**config.mk**
```make
export PLATFORM = sky130hd
export DESIGN_NAME = vga_timing_gen
export DESIGN_NICKNAME = d
export VERILOG_FILES = /design/src/rtl/vga_pkg.sv /design/src/rtl/vga_axis_counter.sv /design/src/rtl/vga_timing_gen.sv
export SDC_FILE = /design/constraint.sdc
export NUM_CORES = 1
export LEC_CHECK = 0
export ABC_AREA = 1
export CORE_AREA = 2 2 89 74
export CTS_BUF_LIST = sky130_fd_sc_hd__clkbuf_8 sky130_fd_sc_hd__clkbuf_16
export DETAILED_ROUTE_END_ITERATION = 7
export DIE_AREA = 0 0 91 76
export PLACE_DENSITY = 0.84
export SLEW_MARGIN = 20
export SYNTH_ARGS = -nofsm -noshare
export SYNTH_HDL_FRONTEND = slang
export SYNTH_SLANG_ARGS = --single-unit
```
**constraint.sdc**
```tcl
create_clock -name px_clk -period 2.1 [get_ports px_clk]
set_clock_uncertainty 0.1 [all_clocks]
set_input_delay 0.42 -clock px_clk [delete_from_list [all_inputs] [get_ports px_clk]]
set_output_delay 0.42 -clock px_clk [all_outputs]
set_load 0.01 [all_outputs]
```
**src/rtl/vga_pkg.sv**
```systemverilog
// Shared VGA timing package: default 1280x1024@60 constants, sync polarity, window helper.
// Latency: n/a (constants and a pure function).
// Backpressure: n/a.
package vga_pkg;

    // Horizontal defaults (pixels), 108 MHz pixel clock
    localparam int unsigned H_VIS_DEF  = 1280;
    localparam int unsigned H_FP_DEF   = 48;
    localparam int unsigned H_SYNC_DEF = 112;
    localparam int unsigned H_BP_DEF   = 248;

    // Vertical defaults (lines)
    localparam int unsigned V_VIS_DEF  = 1024;
    localparam int unsigned V_FP_DEF   = 1;
    localparam int unsigned V_SYNC_DEF = 3;
    localparam int unsigned V_BP_DEF   = 38;

    // Active level of hsync/vsync
    localparam bit SYNC_POL_DEF = 1'b1;

    // Counters and addresses are 16-bit unsigned throughout the video pipe
    localparam int unsigned ADDR_W   = 16;
    localparam int unsigned ADDR_MAX = 65535;

    // Half-open window test: lo <= c < hi
    function automatic logic in_window(input logic [ADDR_W-1:0] c,
                                       input logic [ADDR_W-1:0] lo,
                                       input logic [ADDR_W-1:0] hi);
        return (c >= lo) && (c < hi);
    endfunction

endpackage

```
**src/rtl/vga_axis_counter.sv**
```systemverilog
// One display axis: wrapping position counter with enable, terminal count, registered sync decode.
// Latency: cnt_o/sync_o update on the edge after en_i; *_nxt_o are combinational next-state decodes.
// Backpressure: none, free-running when en_i is high.
//
// Ports:
//   clk_i      pixel clock
//   rst_i      synchronous active-high reset; parks the counter at TOTAL-1, sync inactive
//   en_i       advance the counter this cycle
//   cnt_o      current position, 0..TOTAL-1
//   tc_o       current position is TOTAL-1 (used to advance the next axis)
//   tc_nxt_o   next position will be TOTAL-1
//   vis_nxt_o  next position lies in the visible area
//   sync_o     registered sync level for the current position
module vga_axis_counter
    import vga_pkg::*;
#(
    parameter int unsigned TOTAL      = 1688,
    parameter int unsigned VIS        = 1280,
    parameter int unsigned SYNC_START = 1328,
    parameter int unsigned SYNC_LEN   = 112,
    parameter bit          SYNC_POL   = 1'b1
) (
    input  logic              clk_i,
    input  logic              rst_i,
    input  logic              en_i,
    output logic [ADDR_W-1:0] cnt_o,
    output logic              tc_o,
    output logic              tc_nxt_o,
    output logic              vis_nxt_o,
    output logic              sync_o
);

    localparam logic [ADDR_W-1:0] LAST    = ADDR_W'(TOTAL - 1);
    localparam logic [ADDR_W-1:0] VIS_END = ADDR_W'(VIS);
    localparam logic [ADDR_W-1:0] SYN_LO  = ADDR_W'(SYNC_START);
    localparam logic [ADDR_W-1:0] SYN_HI  = ADDR_W'(SYNC_START + SYNC_LEN);

    logic [ADDR_W-1:0] cnt_q, cnt_d;
    logic              sync_q, sync_d;

    always_comb begin
        cnt_d = cnt_q;
        if (en_i) begin
            cnt_d = (cnt_q == LAST) ? '0 : cnt_q + 1'b1;
        end
    end

    // Sync is decoded from the next count so it lines up with cnt_o after the edge
    assign sync_d = in_window(cnt_d, SYN_LO, SYN_HI) ? SYNC_POL : ~SYNC_POL;

    always_ff @(posedge clk_i) begin
        if (rst_i) begin
            cnt_q  <= LAST;
            sync_q <= ~SYNC_POL;
        end else begin
            cnt_q  <= cnt_d;
            sync_q <= sync_d;
        end
    end

    assign cnt_o     = cnt_q;
    assign tc_o      = (cnt_q == LAST);
    assign tc_nxt_o  = (cnt_d == LAST);
    assign vis_nxt_o = (cnt_d < VIS_END);
    assign sync_o    = sync_q;

endmodule

```
**src/rtl/vga_timing_gen.sv**
```systemverilog
// VGA raster timing generator: h/v position, syncs, visible flag, frame-start pulse, frame counter.
// Latency: all outputs registered and mutually aligned; reset takes effect on the next px_clk edge.
// Backpressure: none, free-running raster.
//
// Ports:
//   px_clk       pixel clock
//   rst          synchronous active-high reset
//   h_addr       current column 0..H_TOTAL-1
//   v_addr       current line 0..V_TOTAL-1
//   hsync/vsync  sync outputs, active level SYNC_POL
//   video_on     high inside the visible area
//   screenbegin  one-cycle pulse on the last pixel of each frame
//   frame_cnt    frames completed since reset, wraps at 16 bits
module vga_timing_gen
    import vga_pkg::*;
#(
    parameter int unsigned H_VIS    = H_VIS_DEF,
    parameter int unsigned H_FP     = H_FP_DEF,
    parameter int unsigned H_SYNC   = H_SYNC_DEF,
    parameter int unsigned H_BP     = H_BP_DEF,
    parameter int unsigned V_VIS    = V_VIS_DEF,
    parameter int unsigned V_FP     = V_FP_DEF,
    parameter int unsigned V_SYNC   = V_SYNC_DEF,
    parameter int unsigned V_BP     = V_BP_DEF,
    parameter bit          SYNC_POL = SYNC_POL_DEF
) (
    input  logic              px_clk,
    input  logic              rst,
    output logic [ADDR_W-1:0] h_addr,
    output logic [ADDR_W-1:0] v_addr,
    output logic              hsync,
    output logic              vsync,
    output logic              video_on,
    output logic              screenbegin,
    output logic [ADDR_W-1:0] frame_cnt
);

    localparam int unsigned H_TOTAL = H_VIS + H_FP + H_SYNC + H_BP;
    localparam int unsigned V_TOTAL = V_VIS + V_FP + V_SYNC + V_BP;

    if ((H_TOTAL > ADDR_MAX) || (V_TOTAL > ADDR_MAX)) begin : g_total_chk
        $error("vga_timing_gen: H_TOTAL/V_TOTAL must not exceed 65535");
    end

    logic h_tc, h_tc_nxt, h_vis_nxt;
    logic v_tc, v_tc_nxt, v_vis_nxt;

    // Column counter runs every cycle
    vga_axis_counter #(
        .TOTAL      (H_TOTAL),
        .VIS        (H_VIS),
        .SYNC_START (H_VIS + H_FP),
        .SYNC_LEN   (H_SYNC),
        .SYNC_POL   (SYNC_POL)
    ) u_h_cnt (
        .clk_i     (px_clk),
        .rst_i     (rst),
        .en_i      (1'b1),
        .cnt_o     (h_addr),
        .tc_o      (h_tc),
        .tc_nxt_o  (h_tc_nxt),
        .vis_nxt_o (h_vis_nxt),
        .sync_o    (hsync)
    );

    // Line counter advances only on the cycle the column counter wraps
    vga_axis_counter #(
        .TOTAL      (V_TOTAL),
        .VIS        (V_VIS),
        .SYNC_START (V_VIS + V_FP),
        .SYNC_LEN   (V_SYNC),
        .SYNC_POL   (SYNC_POL)
    ) u_v_cnt (
        .clk_i     (px_clk),
        .rst_i     (rst),
        .en_i      (h_tc),
        .cnt_o     (v_addr),
        .tc_o      (v_tc),
        .tc_nxt_o  (v_tc_nxt),
        .vis_nxt_o (v_vis_nxt),
        .sync_o    (vsync)
    );

    logic              video_on_q, video_on_d;
    logic              sb_q, sb_d;
    logic [ADDR_W-1:0] frame_q, frame_d;

    // Both axes decode from their next-state counts, so these land with h_addr/v_addr
    assign video_on_d = h_vis_nxt & v_vis_nxt;
    assign sb_d       = h_tc_nxt & v_tc_nxt;
    assign frame_d    = sb_q ? frame_q + 1'b1 : frame_q;

    always_ff @(posedge px_clk) begin
        if (rst) begin
            video_on_q <= 1'b0;
            sb_q       <= 1'b0;
            frame_q    <= '0;
        end else begin
            video_on_q <= video_on_d;
            sb_q       <= sb_d;
            frame_q    <= frame_d;
        end
    end

    assign video_on    = video_on_q;
    assign screenbegin = sb_q;
    assign frame_cnt   = frame_q;

    // v_tc is only needed by the counter itself; kept visible for debug taps
    logic unused_v_tc;
    assign unused_v_tc = v_tc;

endmodule

```
# --- After elaboration in Yosys (flattened, before gate mapping) ---
# Index checks and enable logic that the tools add are counted.
op_classes:
  bitwise_logic: 2
  mux: 5
  add_sub_neg: 3
  order_cmp: 6
  eq_ne: 4
  reduce_logical: 2
op_table:
  columns: ["cell", "n"]
  rows:
  - ["16-bit by 11-bit equality test with 1-bit output (second input constant)", 4]
  - ["16-bit by 11-bit < comparator with 1-bit output (second input constant)", 4]
  - ["16-bit by 1-bit adder with 16-bit output (second input constant)", 3]
  - ["16-bit 2-to-1 mux", 3]
  - ["16-bit by 11-bit greater-or-equal comparator with 1-bit output (second input constant)", 2]
  - ["1-bit AND", 2]
  - ["1-bit logical AND", 2]
  - ["1-bit 2-to-1 mux", 2]
word_totals:
  out_inout_bits: 52
  elab_cells: 29
  register_bits: 52

# --- Longest topological paths before layout ---
# Gate-level depths: netlist of the first run.
logic_depth:
  depth_word: 6
  mapped_depth: 13
  ltp_nobuf: 13

# --- By module ---
# From an unflattened synthesis of the first run, not the netlist that was laid out.
unflattened:
  cells_unflattened: 533
  area_unflattened_um2: 3311.9
modules_own_cells:
  columns: ["module", "area_each_um2", "instances", "cells_per_inst", "seq_area_each_um2"]
  rows:
  - ["vga_axis_counter at u_h_cnt", 1251.2, 1, 207, 340.3]
  - ["vga_axis_counter at u_v_cnt", 1178.6, 1, 192, 340.3]
  - ["vga_timing_gen", 882.1, 1, 134, 360.3]

# --- Worst setup path before layout of the first run ---
# OpenSTA, ideal clock, no wires.
synth_timing:
  kind: "register to register"
  start: "register u_h_cnt.cnt_q[1], in the netlist u_h_cnt.cnt_o[1]"
  end: "register sb_q, in the netlist screenbegin"
  t_required_ns: 1.936
  stages_incl_launch_ff: 13
  t_arrival_ns: 1.654
  path_buffers: 0
  path_slack_ns: 0.281
  period_less_slack_ns: 1.819
  path_cell_list: "dfxtp_1 ha_1 nand2_2 inv_1 nand2_1 nor2_1 nand2_1 nor2_1 xnor2_1 nand3_1 nor2_1 nand2_1 nor2_1"
synth_between:
  elab_chain_cells: 4
  elab_cells_between_ends: 7
synth_lines:
  columns: ["element", "line", "text"]
  rows:
  - ["from (decl)", "vga_axis_counter.sv:38", "logic [ADDR_W-1:0] cnt_q, cnt_d;"]
  - ["from (signal assigned)", "vga_axis_counter.sv:56", "cnt_q <= cnt_d;"]
  - ["16-bit by 1-bit adder with 16-bit output or 16-bit by 11-bit equality test with 1-bit output (tied branches)", "vga_axis_counter.sv:44, vga_axis_counter.sv:62", null]
  - ["16-bit 2-to-1 mux (on tied branches)", "vga_axis_counter.sv:44, vga_axis_counter.sv:43", null]
  - ["16-bit by 11-bit equality test with 1-bit output", "vga_axis_counter.sv:63", "assign tc_nxt_o = (cnt_d == LAST);"]
  - ["1-bit AND (*)", "vga_timing_gen.sv:90", "assign sb_d = h_tc_nxt & v_tc_nxt;"]
  - ["to (signal assigned)", "vga_timing_gen.sv:96", "sb_q <= 1'b0;"]
  - ["to (signal assigned)", "vga_timing_gen.sv:100", "sb_q <= sb_d;"]
  - ["to (decl)", "vga_timing_gen.sv:85", "logic sb_q, sb_d;"]
# Mark *: on every way between the ends. The rest lies on a longest branch, timed or not.
# A chain may end at the register's enable or synchronous reset.

# --- Worst setup path after layout of the first run ---
layout_timing:
  start: "register u_v_cnt.cnt_q[7], in the netlist u_v_cnt.cnt_o[7]"
  end: "output v_addr[7]"
layout_rtl:
  columns: ["element", "line", "text"]
  rows:
  - ["from (decl)", "vga_axis_counter.sv:38", null]
  - ["from (signal assigned)", "vga_axis_counter.sv:56", null]
  - ["to (decl)", "vga_timing_gen.sv:30", "output logic [ADDR_W-1:0] v_addr,"]
# No word-level cell between the ends.

==> reports/metrics.yaml, run 1 <==
grt:
  grtUsageTotal_pct: 26.5
  grt_pass1_wl_um: 15200
  first_global_vias: 3250
  antenna_found_initial: 0
  grt_max_degree: 19
  overflow: 0
worst_setup_path:
  endpoint_kind: "primary output"
  worstPathArrival_ns: 1.47
  crit_chain: "buf_4, clkdlybuf4s50_1"
  crit_path_start_kind: "flip-flop"
  cp_top_family: "buffers and inverters"
  crit_type: "reg2out"
  worst_path_largest_cell_delay_ns: 0.53
  rrSetupSlack_ns: 0.12
  r2r_start: "u_v_cnt.cnt_o[0]$_SDFF_PP1_"
  reg2reg_to: "screenbegin$_SDFF_PP0_"
  crit_path_max_fanout: 6
  path_buf_inv: 2
  cpMaxStageDelayCell: "clkdlybuf4s50_1"
  worstPathRequired_ns: 1.58
  reg2reg_depth: 11
placement:
  pre_cts_ws_ns: 0.0697
  place.gp.congestion: 0.992
  dp_hpwl_um: 7050
  portBuffers: 53
route:
  vias: 3645
  drc_errors: 0
  via_per_inst: 5.30
  drt-initial-drc-count: 385
  drtPass1Iterations: 5
  ant_nets: 0
  wl_um: 9400
  wl_per_cell_um: 13.7
timing:
  drv_slew: 0
  worst_pin_slew_ns: 0.341
  finalCriticalPeriod_ns: 1.99
  rsz0062_at_grt: "yes"
  setup_tns_ns: 0
  hold_violations: 0
  period_share_pct: 94.9
  setup_ws_ns: 0.106
  setup_viol: 0
  fmax_mhz: 502
  relSlewSlack_pct: 77.2
synthesis:
  synth_cells: 527
  yosys_warnings: 0
  avgSynthCellArea_um2: 5.93
  synth_cell_types: 26
  synthTopCellsByArea: "dfxtp_1 33%, nand2_1 18%, nor2_1 13%"
  syn_area_um2: 3130
  ys_seq_area_share_pct: 33.3
  ys_ff_latch: 52
  synth_top_area_cell: "dfxtp_1"
  synth_nets: 534
  synth_top_area_share_pct: 33.3
floorplan:
  row_count: 26
  die_w_um: 91
  pin_count: 54
  core_area_um2: 6120
  fp.dieH_um: 76
  start_util_pct: 51.1
  dieArea_um2: 6920
hold_path:
  hold_depth: 2
  hold_path_class: "reg2reg"
  min_to: "frame_cnt[12]$_SDFFE_PP0P_"
  hp-start: "frame_cnt[12]$_SDFFE_PP0P_"
pwr:
  powerDensity_nw_per_um2: 1020
  total_power_mw: 4.14
  peakVddDrop_uv: 581
  p_leak_nw: 1.89
status:
  status: "completed"
layout:
  drive_gt1_share_pct: 10.1
  nets: 610
  fillCellCount: 583
  area_delta_synth_final_pct: 29.4
  n_antenna_cell: 0
job:
  cap_violations: 0
clock_network:
  cts_sinks: 52
  root_buffer: "clkbuf_8"
  htreeDepth: 2
  clk_latency_ns: 0.31
  cts_made_buffers: 5
  clk_pin_slew_ns: 0.11
  cts.path.max_buffers: 2
  cts_tree: "built"
how the worst max path moves through the flow:
stage	to	slack [ns]	from	cells past startpoint
2_1_floorplan	screenbegin$_SDFF_PP0_	0.28	u_h_cnt.cnt_o[1]$_SDFF_PP1_	12
3_3_place_gp	screenbegin$_SDFF_PP0_	0.04	u_h_cnt.cnt_o[0]$_SDFF_PP1_	11
3_5_place_dp	screenbegin$_SDFF_PP0_	0.07	u_h_cnt.cnt_o[0]$_SDFF_PP1_	11
4_1_cts	screenbegin$_SDFF_PP0_	0.04	u_h_cnt.cnt_o[0]$_SDFF_PP1_	11
5_1_grt	screenbegin$_SDFF_PP0_	-0.06	u_v_cnt.cnt_o[0]$_SDFF_PP1_	11
6_report	v_addr[7]	0.11	u_v_cnt.cnt_o[7]$_SDFF_PP0_	2
where the power goes:
group	internal [mW]	switching [mW]	total (mW)
Combinational	0.866	1.34	2.21
Clock	0.245	0.386	0.631
Sequential	1.12	0.180	1.30
Total	2.23	1.91	4.14
Yosys cell counts:
master,n
clkbuf_1,5
inv_2,4
buf_6,1
nand3b_1,1
o21ai_2,1
nand4_1,17
a21boi_0,1
nand3_1,54
xnor2_1,1
nor2_2,2
or2_2,1
o21bai_1,1
o21ai_0,18
dfxtp_1,52
xor2_1,5
nor3_2,1
a21oi_1,19
inv_1,63
a31oi_1,1
o21a_1,2
nor2_4,1
nor2_1,108
ha_1,5
nand2_2,1
nor3_1,11
nand2_1,151
repair_timing:
action	in CTS	in global routing
setup endpoints to repair	0	6
resized for setup	0	24
setup buffers	0	3
hold buffers	0	0
state kept, by name, indices dropped and copies added (netlist names):
name            flops
u_h_cnt.cnt_o      16
u_v_cnt.cnt_o      16
frame_cnt          16
u_h_cnt.sync_o      1
video_on            1
u_v_cnt.sync_o      1
screenbegin         1
logic make-up (layout without fill, tap and decap cells):
| logic type | Yosys count | count (layout) | synth area share [%] |
|---|---|---|---|
| flip-flops | 52 | 52 | 33.3 |
| AND/OR/NAND/NOR | 348 | 349 | 46.6 |
| XOR/XNOR | 6 | 6 | 1.68 |
| buffers and inverters | 73 | 149 | 9.01 |
| AO/OA/AOI/OAI | 43 | 43 | 7.37 |
| adder cells (fa/ha/maj) | 5 | 5 | 2.00 |
worst min-delay path, delay by kind of cell, from the launching register on:
family	cells	cell delay (ns)
DFF	1	0.34
AOI/OAI and AO/OA	1	0.05
buffers and inverters	1	0.06
through the flow:
stage               instances  hold slack [ns]  utilization (%)  cell area [um^2]
global placement          676            0.362             63.2              3870
detailed placement        676            0.371             63.2              3870
floorplan                 527            0.389                -              3130
CTS                       684            0.388             64.8              3960
finish                    688            0.387             66.1              4040
global route              688            0.415             66.1              4040
per-layer routing:
metal | vias to the layer above | global-route usage (%) | routed length (um)
met5 | - | 0 | 0
li1 | 1824 | - | -
met2 | 185 | 40.9 | 4220
met4 | 0 | 3.79 | 85
met3 | 13 | 4.85 | 944
met1 | 1623 | 39.6 | 4150
placed cells by master, fill, tap and decap left out, types with 5 or more instances in the layout:
cell type and count:
nand2_1 148, xor2_1 5, nand3_1 54, a21oi_1 19
clkbuf_8 5, nand4_1 17, buf_4 21, dfxtp_2 8
nor2_1 102, nor2_2 6, o21ai_0 17, inv_2 5
dfxtp_1 44, nor3_1 10, inv_1 62, clkdlybuf4s50_1 53
area by class of cell:
cell class	count	area [um^2]	share of cell area, %
repair buffers	74	688	17.0
flip-flops and latches	52	1050	26.0
well taps	84	105	2.60
inverters	67	251	6.22
clock buffers	5	68.8	1.70
clock inverters	3	25.0	0.619
multi-input cells	403	1850	45.9
Power figures use the tool's default switching activity.
==> run 2, diff against run 1 <==
- CORE_AREA: 2 2 89 74 -> 2 2 86 72
- DIE_AREA: 0 0 91 76 -> 0 0 88 74
- PLACE_DENSITY: 0.84 -> 0.88
- clock period: 2.1 -> 2.5 ns (I/O delays scaled with it)
==> run 2 against run 1 <==
  * Non-clock buffer count is 18 lower
  * Critical path depth rose by 9
  * Design area decreased by 4.9%
  * Register-to-register slack better by 0.13 ns
  * Die area fell by 5.8%
  * Highest routed layer unchanged
  * Combinational power shrank 29%
  * Critical endpoint is now screenbegin$_SDFF_PP0_
==> reports/metrics.yaml, run 2 (synthesis results as in run 1) <==
grt:
  grt_pass1_wl_um: 14600
  grt_max_degree: 19
  grtUsageTotal_pct: 28.5
  overflow: 0
  first_global_vias: 3209
  antenna_found_initial: 0
worst_setup_path:
  cpMaxStageDelayCell: "dfxtp_1"
  reg2reg_depth: 11
  path_buf_inv: 1
  crit_path_start_kind: "flip-flop"
  cp_top_family: "simple AND/OR/NAND/NOR gates"
  r2r_start: "u_v_cnt.cnt_o[0]$_SDFF_PP1_"
  endpoint_kind: "flip-flop"
  crit_type: "reg2reg"
  worst_path_largest_cell_delay_ns: 0.53
  reg2reg_to: "screenbegin$_SDFF_PP0_"
  crit_chain: "ha_1, nand3_1, nor2_2, nand4_1, nand3_1, o21ai_0, inv_1, nand2_1, nor2_1, nand2_1, nor2_1"
  worstPathArrival_ns: 2.41
  rrSetupSlack_ns: 0.25
  crit_path_max_fanout: 9
  worstPathRequired_ns: 2.65
timing:
  setup_tns_ns: 0
  drv_slew: 0
  rsz0062_at_grt: "no"
  period_share_pct: 90.2
  relSlewSlack_pct: 62.9
  setup_viol: 0
  finalCriticalPeriod_ns: 2.25
  hold_violations: 0
  worst_pin_slew_ns: 0.554
  fmax_mhz: 444
  setup_ws_ns: 0.246
route:
  ant_nets: 0
  drtPass1Iterations: 8
  wl_um: 8930
  drt-initial-drc-count: 398
  via_per_inst: 5.43
  vias: 3617
  drc_errors: 0
  wl_per_cell_um: 13.4
layout:
  mostFrequentLayoutCells: "151 x nand2_1, 108 x nor2_1, 63 x inv_1"
  n_antenna_cell: 0
  area_delta_synth_final_pct: 23.0
  drive_gt1_share_pct: 3.76
  layout.cells.non_filler: 666
  layout_commonest_cell: "nand2_1"
  fillCellCount: 533
  nets: 591
  final_core_util_pct: 67.9
clock_network:
  htreeDepth: 2
  root_buffer: "clkbuf_8"
  clk_latency_ns: 0.32
  cts_tree: "built"
  cts.path.max_buffers: 2
  post_cts_buffers: 0
  cts_sinks: 52
  cts_resized: 0
  clk_pin_slew_ns: 0.11
  cts_made_buffers: 5
  ctsHoldBuffers: 0
hold_path:
  min_to: "frame_cnt[7]$_SDFFE_PP0P_"
  hold_depth: 2
  hold_path_class: "reg2reg"
  hp-start: "frame_cnt[7]$_SDFFE_PP0P_"
floorplan:
  row_count: 25
  die_w_um: 88
  start_util_pct: 55.2
  fp.dieH_um: 74
  core_area_um2: 5660
  dieArea_um2: 6510
  pin_count: 54
placement:
  pre_cts_ws_ns: 0.344
  dp_hpwl_um: 6830
  placed_cells: 658
  portBuffers: 53
  place.gp.congestion: 1.08
job:
  cap_violations: 0
pwr:
  p_leak_nw: 1.79
  powerDensity_nw_per_um2: 835
  total_power_mw: 3.21
  peakVddDrop_uv: 439
status:
  status: "completed"
[run 2: cell types whose count changed in the layout (fill, tap and decap cells not counted), sizes merged]
cell      previous run  this run
buf                 21         3
clkinvlp             1         2
inv                 69        68
nor2               112       111
[run 2: metrics by stage]
step,hold WS [ns],instance area (um^2)
2_1_floorplan,0.389,3130
3_3_place_gp,0.363,3750
3_5_place_dp,0.375,3750
4_1_cts,0.394,3840
5_1_grt,0.410,3840
6_report,0.391,3840
[run 2: layout make-up]
class / count / area (um^2) / share of cell area [%]
multi-input combinational: 402 / 1800 / 46.9
sequential: 52 / 1040 / 27.1
timing repair buffer: 56 / 553 / 14.4
inverter: 67 / 251 / 6.54
tap: 81 / 101 / 2.64
clock buffer: 5 / 68.8 / 1.79
clock inverter: 3 / 26.3 / 0.683
[run 2: how the worst max path moves through the flow]
stage,from,endpoint,slack [ns],depth (start not counted)
final,u_v_cnt.cnt_o[0]$_SDFF_PP1_,screenbegin$_SDFF_PP0_,0.25,11
after CTS,u_v_cnt.cnt_o[0]$_SDFF_PP1_,screenbegin$_SDFF_PP0_,0.28,11
after global placement,u_v_cnt.cnt_o[0]$_SDFF_PP1_,screenbegin$_SDFF_PP0_,0.46,11
after floorplan,u_h_cnt.cnt_o[1]$_SDFF_PP1_,screenbegin$_SDFF_PP0_,0.68,12
after global routing,u_h_cnt.cnt_o[1]$_SDFF_PP1_,u_v_cnt.sync_o$_SDFF_PP0_,0.07,11
after detailed placement,u_v_cnt.cnt_o[0]$_SDFF_PP1_,screenbegin$_SDFF_PP0_,0.34,11
[run 2: layer usage]
layer  GRT usage (%)  share of wire, %
met1            41.0                45
met2            43.3                43
met3            7.44               9.9
met4            6.32               1.3
met5               0                 0
[run 2: report_power, final]
group	switching, mW	total, mW	internal, mW
registers	0.178	1.11	0.931
clock network	0.316	0.520	0.204
logic	0.996	1.58	0.587
[run 2: worst min-delay path, cell delays in order (launching register included)]
cell	delay (ns)
dfxtp_1	0.35
inv_1	0.06
a21oi_1	0.05
==> run 3, diff against run 2 <==
- CAP_MARGIN: unset -> 5
- CTS_CLUSTER_DIAMETER: unset -> 50
- HOLD_SLACK_MARGIN: unset -> 0.05
==> results of run 3 <==
No change in the layout: final DEF, timing and power equal those of run 2.
==> edit 1: new RTL, flow settings as in run 2 <==
`ADDR_W`: 16 -> 17.
--- a/src/rtl/vga_pkg.sv
+++ b/src/rtl/vga_pkg.sv
@@ -19,7 +19,7 @@
     localparam bit SYNC_POL_DEF = 1'b1;
 
     // Counters and addresses are 16-bit unsigned throughout the video pipe
-    localparam int unsigned ADDR_W   = 16;
+    localparam int unsigned ADDR_W   = 17;
     localparam int unsigned ADDR_MAX = 65535;
 
     // Half-open window test: lo <= c < hi
Ports: changed (resized frame_cnt, h_addr and v_addr); port bits go from 54 to 57. No check against the original RTL was run, so the function may have changed too.
==> edit 1 against run 2 <==
  * Synthesized area increased by 2.8%
  * Sequential cell count increased by 3
  * Combinational power decreased by 9%
  * Clock power increased by 4.4%
  * Die area unchanged
  * Design area increased by 3.8%
  * Routed wire length decreased by 4.6%
  * Total power decreased by 3.4%
  * Worst setup slack got worse by 0.030 ns
  * First-iteration DRC count decreased by 22%
  * Critical path type unchanged
==> edit 1: results (changes against run 2) <==
[critical_path]
arrival_ns = 2.44  ; +0.03 ns
rrSetupSlack_ns = 0.22  ; -0.03 ns
cp-startpoint = u_h_cnt.cnt_o[0]$_SDFF_PP1_

[place]
port_buffers = 56  ; +5.7%
gp_congestion = 0.926  ; -14%
dp_cells = 640  ; -2.7%

[power]
leakagePower_uw = 0.00175  ; -2.2%
peakVddDrop_uv = 380  ; -13%

[yosys]
synth-adder-area-share_pct = 1.56  ; -0.44 points
synth.distinct_cells = 30  ; +15%
synth_xor_area_share_pct = 5.38  ; +3.7 points
syn-cell-area_mm2 = 0.00321  ; +2.8%
synth_compound_area_share_pct = 5.84  ; -1.5 points
ys_seq_area_share_pct = 34.3  ; +0.97 points
synth_common_cells = nand2_1 (114), nor2_1 (108), inv_1 (60)
syn_inst = 504  ; -4.4%

[worst_hold_path]
holdPathStages = 1  ; -1
min_to = frame_cnt[16]$_SDFFE_PP0P_
min_from = frame_cnt[16]$_SDFFE_PP0P_

[route]
via_per_inst = 5.26  ; -3.2%
wl_per_cell_um = 13.1  ; -2.0%
first_pass_iters = 5  ; -3
wirelength_um = 8510  ; -4.6%

[final_layout]
layout.nets = 572  ; -3.2%
final_layout_size_suffix_gt1_share_pct = 6.88  ; +3.1 points

[grt]
grt_max_degree = 28  ; +9
first_global_vias = 3118  ; -2.8%

[sta]
worst_pin_slew_ns = 0.430  ; -0.124 ns

[status]
outcome = completed

[edit 1: kinds of logic after synthesis]
logic type | Yosys count
AND/OR/NAND/NOR | 321
buffers and inverters | 71
XOR/XNOR | 18
AO/OA/AOI/OAI | 35
flip-flops | 55
adder cells (fa/ha/maj) | 4
[edit 1: how the worst max path moves through the flow]
| stage | endpoint | cells past startpoint |
|---|---|---|
| after global routing | u_v_cnt.sync_o$_SDFF_PP0_ | 13 |
| after CTS | u_v_cnt.sync_o$_SDFF_PP0_ | 13 |
| final | u_v_cnt.sync_o$_SDFF_PP0_ | 13 |
| after global placement | u_v_cnt.sync_o$_SDFF_PP0_ | 13 |
| after floorplan | u_v_cnt.sync_o$_SDFF_PP0_ | 13 |
| after detailed placement | u_v_cnt.sync_o$_SDFF_PP0_ | 13 |
[edit 1: layer usage]
layer  global-route usage (%)  wire length [um]  up-vias
met3                     5.22               578       11
met1                     36.7              3980     1543
met2                     44.3              3850      138
met5                        0                 0        -
met4                     7.86               107        0
li1                         -                 -     1716
[edit 1: critical path, cell delays in order (launching register included)]
cell and delay, ns:
dfxtp_1 0.40, ha_2 0.27, nand2_2 0.08, inv_2 0.08, nand2_2 0.06, nor2_4 0.14, nand2_4 0.11, nor2_2 0.18
nand2_1 0.09, xor2_1 0.25, nand2_1 0.11, nor2_2 0.14, nand3_1 0.09, nor2_1 0.12
[edit 1: what timing repair did]
action                                  4_1_cts  5_1_grt
setup buffers                                 0        0
endpoints found under the setup margin        0        2
gates resized for setup                       0        1
[edit 1: report_power, final]
part	internal, uW	switching [uW]	total (uW)
Combinational	552	885	1440
Clock	233	310	543
Sequential	972	151	1120
Total	1760	1350	3100
[edit 1: layout make-up]
| type | count | share of cell area (%) |
|---|---|---|
| tap | 81 | 2.54 |
| clock inverter | 2 | 0.439 |
| multi-input combinational | 378 | 46.1 |
| inverter | 64 | 6.05 |
| timing repair buffer | 62 | 15.2 |
| sequential | 55 | 27.6 |
| clock buffer | 6 | 2.07 |
[edit 1: through the flow]
stage	worst slack (ns)	power, uW	instance area (um^2)	hold WS (ns)
2_1_floorplan	0.506	2080	3210	0.415
3_3_place_gp	0.318	2520	3890	0.382
3_5_place_dp	0.206	2550	3890	0.386
4_1_cts	0.180	3080	3990	0.413
5_1_grt	0.0490	3340	3990	0.447
6_report	0.216	3100	3990	0.410
==> edit 2: new RTL, settings of run 2 <==
Made on the original files. Compare `cnt_q` against `LAST` with >= in place of ==.
--- a/src/rtl/vga_axis_counter.sv
+++ b/src/rtl/vga_axis_counter.sv
@@ -41,7 +41,7 @@
     always_comb begin
         cnt_d = cnt_q;
         if (en_i) begin
-            cnt_d = (cnt_q == LAST) ? '0 : cnt_q + 1'b1;
+            cnt_d = (cnt_q >= LAST) ? '0 : cnt_q + 1'b1;
         end
     end
 
Behaviour: same outputs for any inputs over 10 cycles, from zero or initial values and one cycle with rst high; that may be too few to reach the edited logic, so the function may still have changed.
==> edit 2 against run 2 <==
  * Design area shrank 11%
  * Sequential cell count is the same
  * Synthesized area shrank 15%
  * Die area is the same
  * Fmax grew 5.7%
  * Routed wire length shrank 27%
  * Count of clock-buffer cells in the layout is the same
  * Sequential share of layout area grew 3.5 points
  * Worst setup slack gained 0.12 ns
Power is not compared: it rests on default switching activity, and its combinational part moved more than twofold at a synthesized area within 25%.
==> edit 2: results (changes against run 2) <==
[status]
outcome = completed

[route]
via_per_inst = 4.99  ; -8.1%
drtIter0Drc = 232  ; -42%

[grt]
first_global_vias = 2452  ; -24%
grt_usage_pct = 20.9  ; -7.6 points
use_met1_pct = 28.3  ; -13 points
grt_max_degree = 16  ; -3
met3_usage_pct = 4.88  ; -2.6 points

[critical_path]
arrival_ns = 2.29  ; -0.12 ns
ff2ff_path_depth = 13  ; +2
critPathMaxFanout = 12  ; +3

[sta]
worst_pin_slew_ns = 0.490  ; -0.0645 ns
fmax_ghz = 0.469  ; +5.7%

[yosys]
ys_seq_area_share_pct = 39.1  ; +5.8 points
synth.area.top_cells = dfxtp_1 (39%), nand2_1 (15%), nor2_1 (9.7%)
synth.distinct_cells = 28  ; +7.7%
synth_common_cells = nand2_1 (107), nor2_1 (69), dfxtp_1 (52)

[place]
pre_cts_ws_ns = 0.410  ; +0.0661 ns
hpwl_um = 4920  ; -28%
place_area_mm2 = 0.00330  ; -12%
gp_congestion = 0.954  ; -11%

[final_layout]
layout.nets = 472  ; -20%
final_layout_size_suffix_gt1_share_pct = 6.87  ; +3.1 points

[worst_hold_path]
min_from = frame_cnt[14]$_SDFFE_PP0P_

[clock_tree]
clk_pin_slew_ns = 0.09  ; -0.02 ns

[edit 2: cells by family (layout without fill, tap and decap cells)]
kind of cell / after synthesis / in the layout / share of synthesized area [%]
and+or+nand+nor: 245 / 245 / 40.5
buffers and inverters: 56 / 115 / 8.51
DFF: 52 / 52 / 39.1
AOI/OAI and AO/OA: 39 / 39 / 7.71
adders and majority gates: 5 / 5 / 2.35
xor gates and xnor gates: 5 / 5 / 1.65
other: 1 / 5 / 0.141
[edit 2: metrics by stage]
step	std cells	hold slack [ns]	power, uW
after global routing	547	0.396	1550
after detailed placement	539	0.368	953
after global placement	539	0.353	952
final	547	0.377	1500
after CTS	547	0.382	1510
after floorplan	407	0.380	915
[edit 2: worst min-delay path by stage]
stage,end,cells after the start,slack [ns]
floorplan,frame_cnt[14]$_SDFFE_PP0P_,2,0.38
global placement,frame_cnt[14]$_SDFFE_PP0P_,2,0.35
detailed placement,u_v_cnt.cnt_o[13]$_SDFF_PP0_,2,0.37
CTS,frame_cnt[14]$_SDFFE_PP0P_,2,0.38
global route,frame_cnt[14]$_SDFFE_PP0P_,2,0.40
finish,frame_cnt[14]$_SDFFE_PP0P_,2,0.38
[edit 2: cell type report]
cell class                      count  area [um^2]
Clock buffer                        5         68.8
Clock inverter                      3         38.8
Fill cell                         501         2260
Inverter                           51          193
Multi-Input combinational cell    299         1410
Sequential cell                    52         1040
Tap cell                           81          101
Timing Repair Buffer               56          553
[edit 2: where the power goes]
group	switching (uW)	internal (uW)	total, uW
logic	46.7	37.0	83.7
registers	12.7	839	851
clock network	273	293	567
[edit 2: worst max-delay path, stage by stage (launching register included)]
cell and delay, ns:
dfxtp_1 0.46, ha_1 0.22, nand2_2 0.08, clkinv_2 0.08
nand2_2 0.06, nor2_4 0.20, nand2_2 0.21, nor2_1 0.13
nand3_1 0.10, nand2_1 0.11, nand2_1 0.06, nor2_1 0.10
nand3_1 0.08, nor2_1 0.08
[edit 2: per-layer routing]
metal	routed length (um)	share of wire [%]	up-vias
met3	472	7.3	9
met1	2960	46	1209
met5	0	0	-
li1	-	-	1388
met4	76	1.2	0
met2	2980	46	125
